==> src/rtl/sram_ctrl_top.sv <==
// Serial-staged SRAM row controller with timed write pulse and precharge/sense read.
// Define SRAM_PARITY_EN to add an even-parity cell column per row and flag read mismatches.
module sram_ctrl_top #(
  parameter int ROWS      = 16,
  parameter int COLS      = 8,
  parameter int SENSE_CYC = 2,
  parameter int WR_CYC    = 1
) (
  input  logic                    clk,
  input  logic                    arst_n,
  input  logic                    serial_in,
  input  logic                    shift,
  input  logic                    w_req,
  input  logic                    r_req,
  input  logic [$clog2(ROWS)-1:0] addr,
  output logic                    shift_done,
  output logic                    busy,
  output logic                    data_valid,
  output logic [COLS-1:0]         data_out,
  output logic                    parity_err
);

  localparam int AW   = $clog2(ROWS);
`ifdef SRAM_PARITY_EN
  localparam int CW   = COLS + 1;
`else
  localparam int CW   = COLS;
`endif
  localparam int CMAX = (SENSE_CYC > WR_CYC) ? SENSE_CYC : WR_CYC;
  localparam int CNTW = (CMAX > 1) ? $clog2(CMAX) : 1;
  localparam int BCW  = $clog2(COLS + 1);

  localparam int VDD_MV = 1500;
  localparam int VSS_MV = 0;
  localparam int VTH_MV = 800;

  localparam logic [2:0] S_IDLE  = 3'd0;
  localparam logic [2:0] S_WRITE = 3'd1;
  localparam logic [2:0] S_PRECH = 3'd2;
  localparam logic [2:0] S_SENSE = 3'd3;
  localparam logic [2:0] S_DONE  = 3'd4;

  // Cell array: bit 1 means the cell holds VDD, bit 0 means VSS; powers up at VSS, never reset.
  logic [CW-1:0]   r_array [ROWS] = '{default: '0};

  logic [2:0]      r_state;
  logic [CNTW-1:0] r_cnt;
  logic [AW-1:0]   r_addr;
  logic [COLS-1:0] r_wdata;
  logic [COLS-1:0] r_stage;
  logic [BCW-1:0]  r_bitCnt;
  logic [CW-1:0]   r_bitline;
  logic [COLS-1:0] r_dataOut;
  logic            r_dataValid;
  logic            r_parErr;

  logic            w_addrOk;
  logic            w_wrLast;
  logic            w_senseLast;
  logic [CW-1:0]   w_row;
  logic [CW-1:0]   w_sensed;
  logic [CW-1:0]   w_writeWord;
  logic            w_parityErr;

  assign w_addrOk    = (32'(r_addr) < ROWS);
  assign w_wrLast    = (r_state == S_WRITE) && (r_cnt == CNTW'(WR_CYC - 1));
  assign w_senseLast = (r_state == S_SENSE) && (r_cnt == CNTW'(SENSE_CYC - 1));
  assign w_row       = w_addrOk ? r_array[r_addr] : '0;

  // Precharged bitlines are pulled down by VSS cells; the sense amp compares against VTH.
  always_comb begin
    w_sensed = '0;
    for (int i = 0; i < CW; i++) begin
      w_sensed[i] = (((r_bitline[i] & w_row[i]) ? VDD_MV : VSS_MV) >= VTH_MV);
    end
  end

`ifdef SRAM_PARITY_EN
  assign w_writeWord = {^r_wdata, r_wdata};
  assign w_parityErr = (^w_sensed[COLS-1:0]) != w_sensed[COLS];
`else
  assign w_writeWord = r_wdata;
  assign w_parityErr = 1'b0;
`endif

  always_ff @(posedge clk) begin
    if (w_wrLast && w_addrOk) begin
      r_array[r_addr] <= w_writeWord;
    end
  end

  always_ff @(posedge clk or negedge arst_n) begin
    if (!arst_n) begin
      r_state     <= S_IDLE;
      r_cnt       <= '0;
      r_addr      <= '0;
      r_wdata     <= '0;
      r_stage     <= '0;
      r_bitCnt    <= '0;
      r_bitline   <= '0;
      r_dataOut   <= '0;
      r_dataValid <= 1'b0;
      r_parErr    <= 1'b0;
    end else begin
      r_dataValid <= 1'b0;
      r_parErr    <= 1'b0;
      case (r_state)
        S_IDLE: begin
          if (shift) begin
            r_stage <= (r_stage << 1) | COLS'(serial_in);
            if (r_bitCnt != BCW'(COLS)) begin
              r_bitCnt <= r_bitCnt + 1'b1;
            end
          end
          // A simultaneous read request loses to the write and is dropped.
          if (w_req) begin
            r_addr  <= addr;
            r_wdata <= r_stage;
            r_cnt   <= '0;
            r_state <= S_WRITE;
          end else if (r_req) begin
            r_addr  <= addr;
            r_state <= S_PRECH;
          end
        end
        S_WRITE: begin
          if (w_wrLast) begin
            r_bitCnt <= '0;
            r_state  <= S_IDLE;
          end else begin
            r_cnt <= r_cnt + 1'b1;
          end
        end
        S_PRECH: begin
          r_bitline <= '1;
          r_cnt     <= '0;
          r_state   <= S_SENSE;
        end
        S_SENSE: begin
          r_bitline <= r_bitline & w_row;
          if (w_senseLast) begin
            r_dataOut   <= w_sensed[COLS-1:0];
            r_parErr    <= w_parityErr;
            r_dataValid <= 1'b1;
            r_state     <= S_DONE;
          end else begin
            r_cnt <= r_cnt + 1'b1;
          end
        end
        S_DONE: begin
          r_state <= S_IDLE;
        end
        default: begin
          r_state <= S_IDLE;
        end
      endcase
    end
  end

  assign shift_done = (r_bitCnt == BCW'(COLS));
  assign busy       = (r_state != S_IDLE);
  assign data_valid = r_dataValid;
  assign data_out   = r_dataOut;
  assign parity_err = r_parErr;

endmodule

==> config.mk <==
export PLATFORM = sky130hd
export DESIGN_NAME = sram_ctrl_top
export DESIGN_NICKNAME = d
export VERILOG_FILES = /design/src/rtl/sram_ctrl_top.sv
export SDC_FILE = /design/constraint.sdc
export NUM_CORES = 1
export LEC_CHECK = 0
export CAP_MARGIN = 10
export CORE_MARGIN = 4
export CORE_UTILIZATION = 61
export DETAILED_ROUTE_END_ITERATION = 7
export PLACE_DENSITY = 0.9
export SKIP_LAST_GASP = 1
export SYNTH_ARGS = -nofsm -noshare
export SYNTH_HDL_FRONTEND = slang
export SYNTH_SLANG_ARGS = --single-unit
==> constraint.sdc <==
create_clock -name clk -period 2.5 [get_ports clk]
set_input_delay 0.5 -clock clk [delete_from_list [all_inputs] [get_ports clk]]
set_output_delay 0.5 -clock clk [all_outputs]
set_load 0.005 [all_outputs]
==> impl_metrics.ini <==
[floorplanning]
initial_utilization_pct = 62.1
rows = 39
die_w_um = 116
die-area_um2 = 13400
pin_count = 22
die_h_um = 116
design.core.area_um2 = 11400

[synthesis]
syn_inst = 473
synthDistinctLibCells = 43
ys_ff_latch = 173
syn_nets = 485
synth_area_um2 = 7090
ys_seq_area_share_pct = 70.1
ys_warn_count = 0
postSynthAreaPerCell_um2 = 15.0

[route]
via_per_inst = 6.53
routed_wirelength_um = 16100
drtPass1Iterations = 7
first_iter_violations = 576
wire_per_inst_um = 24.1
ant_nets = 0
drc_errors = 0
via_count = 4355

[critical_path]
rr_startpoint = r_state[0]
crit_type = flop to output pin
slowest_delay_ns = 0.52
reg2reg_slack_ns = 0.22
path_depth = 2
worstPathRequired_ns = 2.00
startpoint_type = flop
critPathSlowestCell = dfrtp_1
cp-end-kind = output pin
crit_start = r_state[1]
path_buf_inv = 1
rr_worst_depth = 4
crit_arrival_ns = 1.91
cp_cell_sequence = or3_4 -> clkdlybuf4s50_1
crit_path_max_fanout = 10
crit_end = busy
worstReg2RegEnd = r_array[0][4]
path_delay_family = flip-flops

[global_route]
overflow = 0
track_usage_pct = 25.3
grt_start_max_net_pins = 36
antenna_found_initial = 0
grt_pass1_wl_um = 24600
grt_pass1_vias = 4421

[finish]
drive_gt1_share_pct = 16.6
syn_to_final_growth_pct = 14.4
n_fill_cell = 687
n_antenna_cell = 0
nNetsFinal = 523
layout_commonest_cell = edfxtp_1
layout_common_cells = 128 x edfxtp_1, 64 x mux2i_1, 44 x dfrtp_1, 26 x nand2_1, 26 x nand3_1

[clock_network]
cts_max_level = 4
cts_tree = done
clk_pin_slew_worst_paths_ns = 0.06
cts_setup_buffers = 0
clockRootBuffer = clkbuf_16
post_cts_resize_count = 0
cts_hold_buf = 0
clockBufferDepth = 2
clock_latency_ns = 0.43
cts_buffers = 17
cts_sinks = 173

[job]
cap_viol_max_count = 0

[hold_path]
hold_class = primary input to async pin

[placement]
place_congestion = 0.840
dpl.hpwl_um = 9960
portBuffers = 20

[sta]
slew_viol_final = 0
tightest_slew_ns = 0.795
hold_violations = 0
slew_headroom_pct = 47.0
setup-violations-final = 0
min_period_ns = 2.41
timing.fmax_mhz = 415
fin_tns_setup_ns = 0
fin_worst_skew_ns = 0.00816
rsz0062_at_grt = false
period_share_pct = 96.5
whs_ns = 0.124

[pwr]
peakVddDrop_mv = 0.619
leakage_uw = 0.00307
p_per_area_nw_per_um2 = 1250

[run_status]
status = finished clean
==> per-layer routing <==
metal	GRT usage, %	vias up	share of wire (%)
met5	0	-	0
met2	43.8	254	54
li1	-	1865	-
met3	5.38	66	6.9
met1	30.4	2170	35
met4	12.1	0	4.2
==> sequential cells by signal (all words and copies together) (netlist names) <==
register / flops
r_state: 3
r_addr: 4
r_cnt: 1
data_valid: 1
r_bitline: 8
r_bitCnt: 4
r_array: 128
r_wdata: 8
r_stage: 8
data_out: 8
==> metrics by stage <==
| stage | cells | util [%] | setup WS [ns] | total power, µW | instance area [µm²] |
|---|---|---|---|---|---|
| finish | 667 | 71.0 | 0.0876 | 10100 | 8110 |
| global route | 667 | 71.0 | 0.0267 | 10500 | 8110 |
| CTS | 667 | 71.0 | 0.0924 | 10100 | 8110 |
| detailed placement | 635 | 65.8 | 0.247 | 7440 | 7510 |
| global placement | 635 | 65.8 | 0.413 | 7200 | 7510 |
| floorplan | 473 | - | 0.454 | 6370 | 7090 |
==> report_power, final <==
part	internal, µW	switching (µW)
combinational	1230	1640
sequential	3850	801
clock	1550	1040
total	6620	3490
==> layout make-up <==
type / instances / area (µm²) / area share (%)
clock buffer: 26 / 557 / 6.86
clock inverter: 6 / 41.3 / 0.509
inverter: 7 / 26.3 / 0.324
multi-input combinational: 266 / 1930 / 23.8
sequential: 173 / 4970 / 61.3
tap: 143 / 179 / 2.21
timing repair buffer: 46 / 403 / 4.97
==> cell families after synthesis <==
family | synth area share (%)
buf+inv | 2.66
flops | 70.1
fa+ha+maj | 0.353
compound gates | 6.44
xor+xnor | 0.247
simple gates | 7.96
other cells | 0.0529
mux | 12.2
==> cell usage after synthesis, drive strengths merged <==
| cell | count | area share [%] |
|---|---|---|
| edfxtp | 128 | 54 |
| mux2i | 64 | 9.0 |
| dfrtp | 45 | 16 |
| nand2 | 26 | 1.4 |
| nand3 | 26 | 1.8 |
| a21oi | 25 | 1.8 |
| buf | 23 | 2.0 |
| nor2 | 22 | 1.3 |
| mux2 | 20 | 3.2 |
| a22oi | 17 | 1.8 |
| nand2b | 11 | 0.97 |
| o21ai | 10 | 0.71 |
| a211oi | 8 | 0.85 |
| a32oi | 8 | 0.99 |
| inv | 7 | 0.37 |
| nor3 | 6 | 0.49 |
| clkbuf | 4 | 0.25 |
| nand3b | 3 | 0.32 |
| nor2b | 3 | 0.26 |
| ha | 2 | 0.35 |
| or3 | 2 | 0.25 |
| xor2 | 2 | 0.25 |
| a21o | 1 | 0.11 |
| a31oi | 1 | 0.088 |
| a32o | 1 | 0.14 |
| and2 | 1 | 0.088 |
| and3 | 1 | 0.088 |
| conb | 1 | 0.053 |
| nand4 | 1 | 0.088 |
| nand4b | 1 | 0.21 |
| nor4 | 1 | 0.30 |
| nor4b | 1 | 0.21 |
| or3b | 1 | 0.16 |
==> worst min-delay path by stage <==
stage	from	end	slack, ns	cells after the start
finish	arst_n	data_out[3]	0.12	1
detailed placement	data_out[7]	data_out[7]	0.49	2
CTS	arst_n	data_out[3]	0.13	1
global route	arst_n	data_out[3]	0.15	1
floorplan	arst_n	data_out[0]	0.20	0
global placement	data_out[6]	data_out[6]	0.48	2
No activity file was read; power rests on OpenSTA's default activity.
